<file path="src/rtl/bridge_pkg.sv">
// Shared definitions for the UART/I2C bridge: instruction mode bits, I2C master
// command codes and the command scheduler state encoding.
package bridge_pkg;

    localparam logic [7:0] MODE_RD1 = 8'h01;
    localparam logic [7:0] MODE_RD2 = 8'h02;
    localparam logic [7:0] MODE_WR1 = 8'h04;
    localparam logic [7:0] MODE_WR2 = 8'h08;

    localparam logic [2:0] I2C_START   = 3'd0;
    localparam logic [2:0] I2C_WR      = 3'd1;
    localparam logic [2:0] I2C_RD      = 3'd2;
    localparam logic [2:0] I2C_STOP    = 3'd3;
    localparam logic [2:0] I2C_RESTART = 3'd4;

    // Issue/wait sub-phase of every command and reply state.
    localparam logic [1:0] PH_ISSUE  = 2'd0;
    localparam logic [1:0] PH_STROBE = 2'd1;
    localparam logic [1:0] PH_WAIT   = 2'd2;

    typedef enum logic [3:0] {
        S_IDLE    = 4'd0,
        S_FETCH   = 4'd1,
        S_START   = 4'd2,
        S_ADDR_W  = 4'd3,
        S_POINTER = 4'd4,
        S_WR_DATA = 4'd5,
        S_RESTART = 4'd6,
        S_ADDR_R  = 4'd7,
        S_RD_DATA = 4'd8,
        S_STOP    = 4'd9,
        S_REPLY   = 4'd10
    } sched_state_t;

    // Exactly one of the four defined mode bits, upper nibble clear.
    function automatic logic mode_legal(input logic [7:0] m);
        return (m[7:4] == 4'h0) &&
               ((m[3:0] == 4'h1) || (m[3:0] == 4'h2) || (m[3:0] == 4'h4) || (m[3:0] == 4'h8));
    endfunction

endpackage

</file>
<file path="src/rtl/i2c_command_scheduler.sv">
// Turns queued PC instructions into complete I2C register transactions and returns
// read bytes to the UART. Define SCHED_ERR_REPORT_EN to also report NACK/illegal-mode codes.
module i2c_command_scheduler
    import bridge_pkg::*;
#(
    parameter logic [6:0] DEV_ADDR = 7'h48,
    parameter logic [7:0] ERR_NACK = 8'hEE,
    parameter logic [7:0] ERR_MODE = 8'hEF
) (
    input  logic       clk,
    input  logic       reset,
    input  logic       buf_empty,
    input  logic [7:0] buf_addr,
    input  logic [7:0] buf_mode,
    input  logic [7:0] buf_data1,
    input  logic [7:0] buf_data2,
    output logic       rd_buffers,
    input  logic       i2c_ready,
    output logic [2:0] i2c_cmd,
    output logic [7:0] i2c_din,
    output logic       i2c_wr,
    input  logic       i2c_done_tick,
    input  logic       i2c_ack,
    input  logic [7:0] i2c_dout,
    input  logic       tx_ready,
    output logic [7:0] tx_data,
    output logic       tx_start,
    output logic       busy,
    output logic [3:0] dbg_state
);

    sched_state_t state_q, state_d;
    logic [1:0] phase_q, phase_d;
    logic [7:0] addr_q, addr_d, data1_q, data1_d, data2_q, data2_d;
    logic [7:0] rbuf0_q, rbuf0_d, rbuf1_q, rbuf1_d;
    logic       is_rd_q, is_rd_d, cnt_q, cnt_d, idx_q, idx_d, reply_idx_q, reply_idx_d;
    logic       nack_q, nack_d, mode_err_q, mode_err_d;
    logic       i2c_wr_q, i2c_wr_d, tx_start_q, tx_start_d;
    logic [2:0] i2c_cmd_q, i2c_cmd_d;
    logic [7:0] i2c_din_q, i2c_din_d, tx_data_q, tx_data_d;

    logic [2:0] cmd_cur;
    logic [7:0] din_cur, reply_byte;
    logic       byte_cmd, step, reply_last, legal;

    always_comb begin
        cmd_cur = I2C_START;
        din_cur = 8'h00;
        case (state_q)
            S_ADDR_W:  begin cmd_cur = I2C_WR;      din_cur = {DEV_ADDR, 1'b0}; end
            S_POINTER: begin cmd_cur = I2C_WR;      din_cur = addr_q; end
            S_WR_DATA: begin cmd_cur = I2C_WR;      din_cur = idx_q ? data2_q : data1_q; end
            S_RESTART: begin cmd_cur = I2C_RESTART; din_cur = 8'h00; end
            S_ADDR_R:  begin cmd_cur = I2C_WR;      din_cur = {DEV_ADDR, 1'b1}; end
            // Master ACKs every byte except the last one of the read.
            S_RD_DATA: begin cmd_cur = I2C_RD;      din_cur = {7'b0, idx_q == cnt_q}; end
            S_STOP:    begin cmd_cur = I2C_STOP;    din_cur = 8'h00; end
            default:   begin cmd_cur = I2C_START;   din_cur = 8'h00; end
        endcase
    end

    assign byte_cmd   = (cmd_cur == I2C_WR) || (cmd_cur == I2C_RD);
    assign step       = byte_cmd ? i2c_done_tick : i2c_ready;
    assign legal      = mode_legal(buf_mode);
    assign reply_last = nack_q || mode_err_q || (reply_idx_q == cnt_q);
    assign reply_byte = nack_q ? ERR_NACK : (mode_err_q ? ERR_MODE : (reply_idx_q ? rbuf1_q : rbuf0_q));

    always_comb begin
        state_d     = state_q;
        phase_d     = phase_q;
        addr_d      = addr_q;
        data1_d     = data1_q;
        data2_d     = data2_q;
        rbuf0_d     = rbuf0_q;
        rbuf1_d     = rbuf1_q;
        is_rd_d     = is_rd_q;
        cnt_d       = cnt_q;
        idx_d       = idx_q;
        reply_idx_d = reply_idx_q;
        nack_d      = nack_q;
        mode_err_d  = mode_err_q;
        i2c_wr_d    = 1'b0;
        i2c_cmd_d   = i2c_cmd_q;
        i2c_din_d   = i2c_din_q;
        tx_start_d  = 1'b0;
        tx_data_d   = tx_data_q;
        case (state_q)
            S_IDLE: if (!buf_empty) state_d = S_FETCH;
            S_FETCH: begin
                addr_d      = buf_addr;
                data1_d     = buf_data1;
                data2_d     = buf_data2;
                is_rd_d     = buf_mode[0] | buf_mode[1];
                cnt_d       = buf_mode[1] | buf_mode[3];
                idx_d       = 1'b0;
                reply_idx_d = 1'b0;
                nack_d      = 1'b0;
                mode_err_d  = !legal;
                phase_d     = PH_ISSUE;
                if (!legal) begin
`ifdef SCHED_ERR_REPORT_EN
                    state_d = S_REPLY;
`else
                    state_d = S_IDLE;
`endif
                end else if (i2c_ready) begin
                    // Issue START straight from FETCH so it strobes the very next cycle.
                    state_d   = S_START;
                    phase_d   = PH_STROBE;
                    i2c_wr_d  = 1'b1;
                    i2c_cmd_d = I2C_START;
                    i2c_din_d = 8'h00;
                end else begin
                    state_d = S_START;
                end
            end
            S_REPLY: begin
                if (phase_q == PH_ISSUE) begin
                    if (tx_ready) begin
                        tx_start_d = 1'b1;
                        tx_data_d  = reply_byte;
                        phase_d    = PH_STROBE;
                    end
                end else begin
                    phase_d = PH_ISSUE;
                    if (reply_last) state_d = S_IDLE;
                    else reply_idx_d = 1'b1;
                end
            end
            default: begin
                case (phase_q)
                    PH_ISSUE: if (i2c_ready) begin
                        i2c_wr_d  = 1'b1;
                        i2c_cmd_d = cmd_cur;
                        i2c_din_d = din_cur;
                        phase_d   = PH_STROBE;
                    end
                    // The master only drops i2c_ready after it sees the strobe.
                    PH_STROBE: phase_d = PH_WAIT;
                    default: if (step) begin
                        phase_d = PH_ISSUE;
                        if ((cmd_cur == I2C_WR) && i2c_ack) begin
                            nack_d  = 1'b1;
                            state_d = S_STOP;
                        end else begin
                            case (state_q)
                                S_START:   state_d = S_ADDR_W;
                                S_ADDR_W:  state_d = S_POINTER;
                                S_POINTER: state_d = is_rd_q ? S_RESTART : S_WR_DATA;
                                S_WR_DATA: if (idx_q != cnt_q) idx_d = 1'b1;
                                           else state_d = S_STOP;
                                S_RESTART: state_d = S_ADDR_R;
                                S_ADDR_R:  state_d = S_RD_DATA;
                                S_RD_DATA: begin
                                    if (idx_q) rbuf1_d = i2c_dout;
                                    else rbuf0_d = i2c_dout;
                                    if (idx_q != cnt_q) idx_d = 1'b1;
                                    else state_d = S_STOP;
                                end
                                S_STOP: begin
                                    if (nack_q) begin
`ifdef SCHED_ERR_REPORT_EN
                                        state_d = S_REPLY;
`else
                                        state_d = S_IDLE;
`endif
                                    end else begin
                                        state_d = is_rd_q ? S_REPLY : S_IDLE;
                                    end
                                end
                                default: state_d = S_IDLE;
                            endcase
                        end
                    end
                endcase
            end
        endcase
    end

    always_ff @(posedge clk or posedge reset) begin
        if (reset) begin
            state_q     <= S_IDLE;
            phase_q     <= PH_ISSUE;
            addr_q      <= 8'h00;
            data1_q     <= 8'h00;
            data2_q     <= 8'h00;
            rbuf0_q     <= 8'h00;
            rbuf1_q     <= 8'h00;
            is_rd_q     <= 1'b0;
            cnt_q       <= 1'b0;
            idx_q       <= 1'b0;
            reply_idx_q <= 1'b0;
            nack_q      <= 1'b0;
            mode_err_q  <= 1'b0;
            i2c_wr_q    <= 1'b0;
            i2c_cmd_q   <= 3'd0;
            i2c_din_q   <= 8'h00;
            tx_start_q  <= 1'b0;
            tx_data_q   <= 8'h00;
        end else begin
            state_q     <= state_d;
            phase_q     <= phase_d;
            addr_q      <= addr_d;
            data1_q     <= data1_d;
            data2_q     <= data2_d;
            rbuf0_q     <= rbuf0_d;
            rbuf1_q     <= rbuf1_d;
            is_rd_q     <= is_rd_d;
            cnt_q       <= cnt_d;
            idx_q       <= idx_d;
            reply_idx_q <= reply_idx_d;
            nack_q      <= nack_d;
            mode_err_q  <= mode_err_d;
            i2c_wr_q    <= i2c_wr_d;
            i2c_cmd_q   <= i2c_cmd_d;
            i2c_din_q   <= i2c_din_d;
            tx_start_q  <= tx_start_d;
            tx_data_q   <= tx_data_d;
        end
    end

    assign rd_buffers = (state_q == S_FETCH);
    assign busy       = (state_q != S_IDLE);
    assign i2c_wr     = i2c_wr_q;
    assign i2c_cmd    = i2c_cmd_q;
    assign i2c_din    = i2c_din_q;
    assign tx_start   = tx_start_q;
    assign tx_data    = tx_data_q;
    assign dbg_state  = state_q;

endmodule

</file>
<file path="config.mk">
export PLATFORM = sky130hd
export DESIGN_NAME = i2c_command_scheduler
export DESIGN_NICKNAME = d
export VERILOG_FILES = /design/src/rtl/bridge_pkg.sv /design/src/rtl/i2c_command_scheduler.sv
export SDC_FILE = /design/constraint.sdc
export NUM_CORES = 1
export LEC_CHECK = 0
export CAP_MARGIN = 20
export CORE_AREA = 2 2 81 91
export CTS_CLUSTER_DIAMETER = 150
export DETAILED_ROUTE_END_ITERATION = 10
export DIE_AREA = 0 0 83 93
export PLACE_DENSITY = 0.87
export SYNTH_ARGS = -nofsm -noshare
export SYNTH_HDL_FRONTEND = slang
export SYNTH_SLANG_ARGS = --single-unit
</file>
<file path="constraint.sdc">
create_clock -name clk -period 7.1 [get_ports clk]
set_clock_uncertainty 0.2 [all_clocks]
set_input_delay 1.42 -clock clk [delete_from_list [all_inputs] [get_ports clk]]
set_output_delay 1.42 -clock clk [all_outputs]
set_load 0.05 [all_outputs]
</file>
==> flow_summary.json <==
{
  "cts_tree": "built",
  "die_h_um": 93,
  "place_ws_ns": 2.52,
  "antenna_left": 0,
  "rsz0062_at_grt": "no",
  "drt-initial-drc-count": 242,
  "synth_compound_area_share_pct": 14.2,
  "swShare_pct": 42.1,
  "power_density_mw_per_mm2": 426,
  "clock-sinks": 73,
  "clockPowerShare_pct": 19.3,
  "status": "finished clean",
  "ctsLongestPathBuffers": 2,
  "p_int_w": 0.00115,
  "maxSlewHeadroom_pct": 40.2,
  "total_power_w": 0.00198,
  "drive_gt1_share_pct": 13.6,
  "final_cell_mix": "nand2_1, dfrtp_1, clkdlybuf4s50_1, o21ai_0, mux2_2",
  "hp-class": "reg -> reg",
  "final-seq-area_sq_mm": 0.00183,
  "layout_commonest_cell": "nand2_1",
  "slowest_stage": "clkdlybuf4s50_1",
  "syn2layout_area_growth_pct": 26.4,
  "fin_area_sq_mm": 0.00464,
  "worstPathCellList": "nor2_1 > nand3_2 > inv_2 > clkdlybuf4s50_1",
  "critPathKind": "reg -> out",
  "maxSlewViolCount": 0,
  "grtUsageTotal_pct": 22.9,
  "die_x_um": 83,
  "period_needed_ns": 4.95,
  "hold_viol": 0,
  "num_vias": 2958,
  "syn-num-nets": 420,
  "grt_max_degree": 74,
  "grt_pass1_wl_um": 14100,
  "wl_per_cell_um": 15.6,
  "yosysUniqueCellTypes": 55,
  "htreeDepth": 3,
  "grt_overflow": 0,
  "start_util_pct": 53.7,
  "clk_pin_slew_worst_paths_ns": 0.07,
  "vias_per_cell": 5.63,
  "r2r-end": "i2c_din[0]",
  "min_period_over_period_pct": 69.7,
  "synth-xor-area-share_pct": 0.954,
  "root_buffer": "clkbuf_8",
  "r2r_start": "dbg_state[1]",
  "reg2reg_slack_ns": 3.43,
  "core-area_sq_mm": 0.00685,
  "tns_ns": 0,
  "dp_hpwl_um": 5730,
  "yosys.area_share.simple_pct": 19.7,
  "antenna_found_initial": 0,
  "post-cts-setup-buffers": 0,
  "synth_mux_area_share_pct": 11.3,
  "die_area_sq_mm": 0.00772,
  "end_kind": "output port",
  "path_max_fanout": 31,
  "cp.arrival_ns": 3.33,
  "diodes": 0,
  "cts_buffers": 9,
  "gp_congestion": 0.845,
  "finalWorstSetupSlack_ns": 2.15,
  "synth_area_sq_mm": 0.00367,
  "nNetsFinal": 484,
  "fin_hold_ws_ns": 0.280,
  "hold_path_depth": 2,
  "cp-start-kind": "register",
  "tightest_slew_ns": 0.897,
  "synth_top_family_by_area": "simple AND/OR/NAND/NOR gates",
  "setup_viol": 0,
  "power_frac_comb_pct": 44.4,
  "pwr-share-seq_pct": 36.3,
  "synthAdderAreaFrac_pct": 0,
  "ys_warn_count": 0,
  "p_sw_w": 0.000832,
  "critPathRequiredTime_ns": 5.48,
  "fmax_mhz": 202,
  "rr_worst_depth": 8,
  "ys_ff_latch": 73,
  "grt_pass1_vias": 3024,
  "dpl_cell_area_sq_mm": 0.00441,
  "dr.pass1.iters": 4,
  "pin_count": 74,
  "max_cap_viol_count": 0,
  "fillers": 494,
  "min_to": "addr_q[3]",
  "multi_input_area_sq_mm": 0.00170,
  "synth_edf_count": 0,
  "cts_hold_buf": 0,
  "p_leak_nw": 2.09,
  "io_buffers": 73,
  "min_from": "addr_q[3]",
  "route.detailed.drc": 0,
  "syn_inst": 373,
  "clkLatencyLatePin_ns": 0.34,
  "worst_ir_drop_vdd_uv": 243,
  "cpPeakStageDelay_ns": 0.90,
  "syn_area_per_cell_sq_um": 9.85,
  "wirelength_um": 8190,
  "synthArstFlopShare_pct": 100,
  "cts.repair.resized": 0,
  "rows": 32,
  "ys.flop_type": "dfrtp_1",
  "seq_area_frac_synth_pct": 49.7
}
cell type report:
cell class,count,area share (%)
Sequential cell,73,39.3
Multi-Input combinational cell,267,36.5
Timing Repair Buffer,74,15.9
Clock buffer,9,2.67
Clock inverter,5,2.29
Tap cell,85,2.29
Inverter,12,0.970
power groups by stage:
stage               logic [W]  clock network, W  registers [W]
detailed placement   0.000875                 0       0.000721
CTS                  0.000881          0.000384       0.000716
finish               0.000878          0.000382       0.000718
global placement     0.000853                 0       0.000710
floorplan            0.000539                 0       0.000810
global route         0.000962          0.000403       0.000740
critical path: cells and delay by family (launching register included):
kind                   cells  cell delay, ns
AND/OR/NAND/NOR            2            0.77
flip-flops                 1            0.70
buffers and inverters      2            1.50
worst max path at each step:
stage	to	from	slack (ns)
after floorplan	addr_q[0]	reset	3.63
after global placement	rd_buffers	dbg_state[1]	2.62
after detailed placement	rd_buffers	dbg_state[1]	2.52
after CTS	rd_buffers	dbg_state[1]	2.15
after global routing	rd_buffers	dbg_state[0]	1.93
final	rd_buffers	dbg_state[1]	2.15
synth_stat cells (all sizes together), types with 3 or more instances:
| cell type | number | area (sq um) |
|---|---|---|
| o21ai | 32 | 160 |
| mux2 | 27 | 327 |
| inv | 12 | 45.1 |
| o31ai | 7 | 52.6 |
| a22oi | 3 | 22.5 |
| mux2i | 9 | 90.1 |
| nand3 | 5 | 30.0 |
| nor3 | 4 | 20.0 |
| dfrtp | 73 | 1830 |
| nand2 | 99 | 372 |
| nor2 | 13 | 66.3 |
| nor3b | 4 | 45.1 |
| nor2b | 11 | 68.8 |
| a21oi | 9 | 45.0 |
| xor2 | 3 | 26.3 |
| buf | 10 | 63.8 |
| a211oi | 7 | 52.6 |
| nor4 | 3 | 25.0 |
| clkbuf | 11 | 41.3 |
| o22ai | 3 | 18.8 |
registers in the layout (all words and copies together) (netlist names), 4 cells and up:
signal / count
rbuf0_q: 8
rbuf1_q: 8
data2_q: 8
dbg_state: 4
data1_q: 8
i2c_din: 8
addr_q: 8
tx_data: 8
cell families after synthesis:
group                     Yosys count
AOI/OAI and AO/OA                  76
xor gates and xnor gates            4
buffers and inverters              33
DFF                                73
muxes                              36
and+or+nand+nor                   151
layer usage:
layer | up-vias | global-route usage, % | wire (um)
li1 | 1410 | - | -
met1 | 1435 | 29.5 | 3410
met2 | 97 | 38.4 | 4190
met3 | 16 | 4.85 | 421
met4 | 0 | 8.74 | 165
met5 | - | 0 | 0
per-stage QoR:
stage | util, % | std cells
6_report | 67.8 | 525
5_1_grt | 67.8 | 525
4_1_cts | 67.8 | 525
3_5_place_dp | 64.5 | 511
3_3_place_gp | 64.5 | 511
2_1_floorplan | - | 373
No activity file was read; power rests on OpenSTA's default activity.
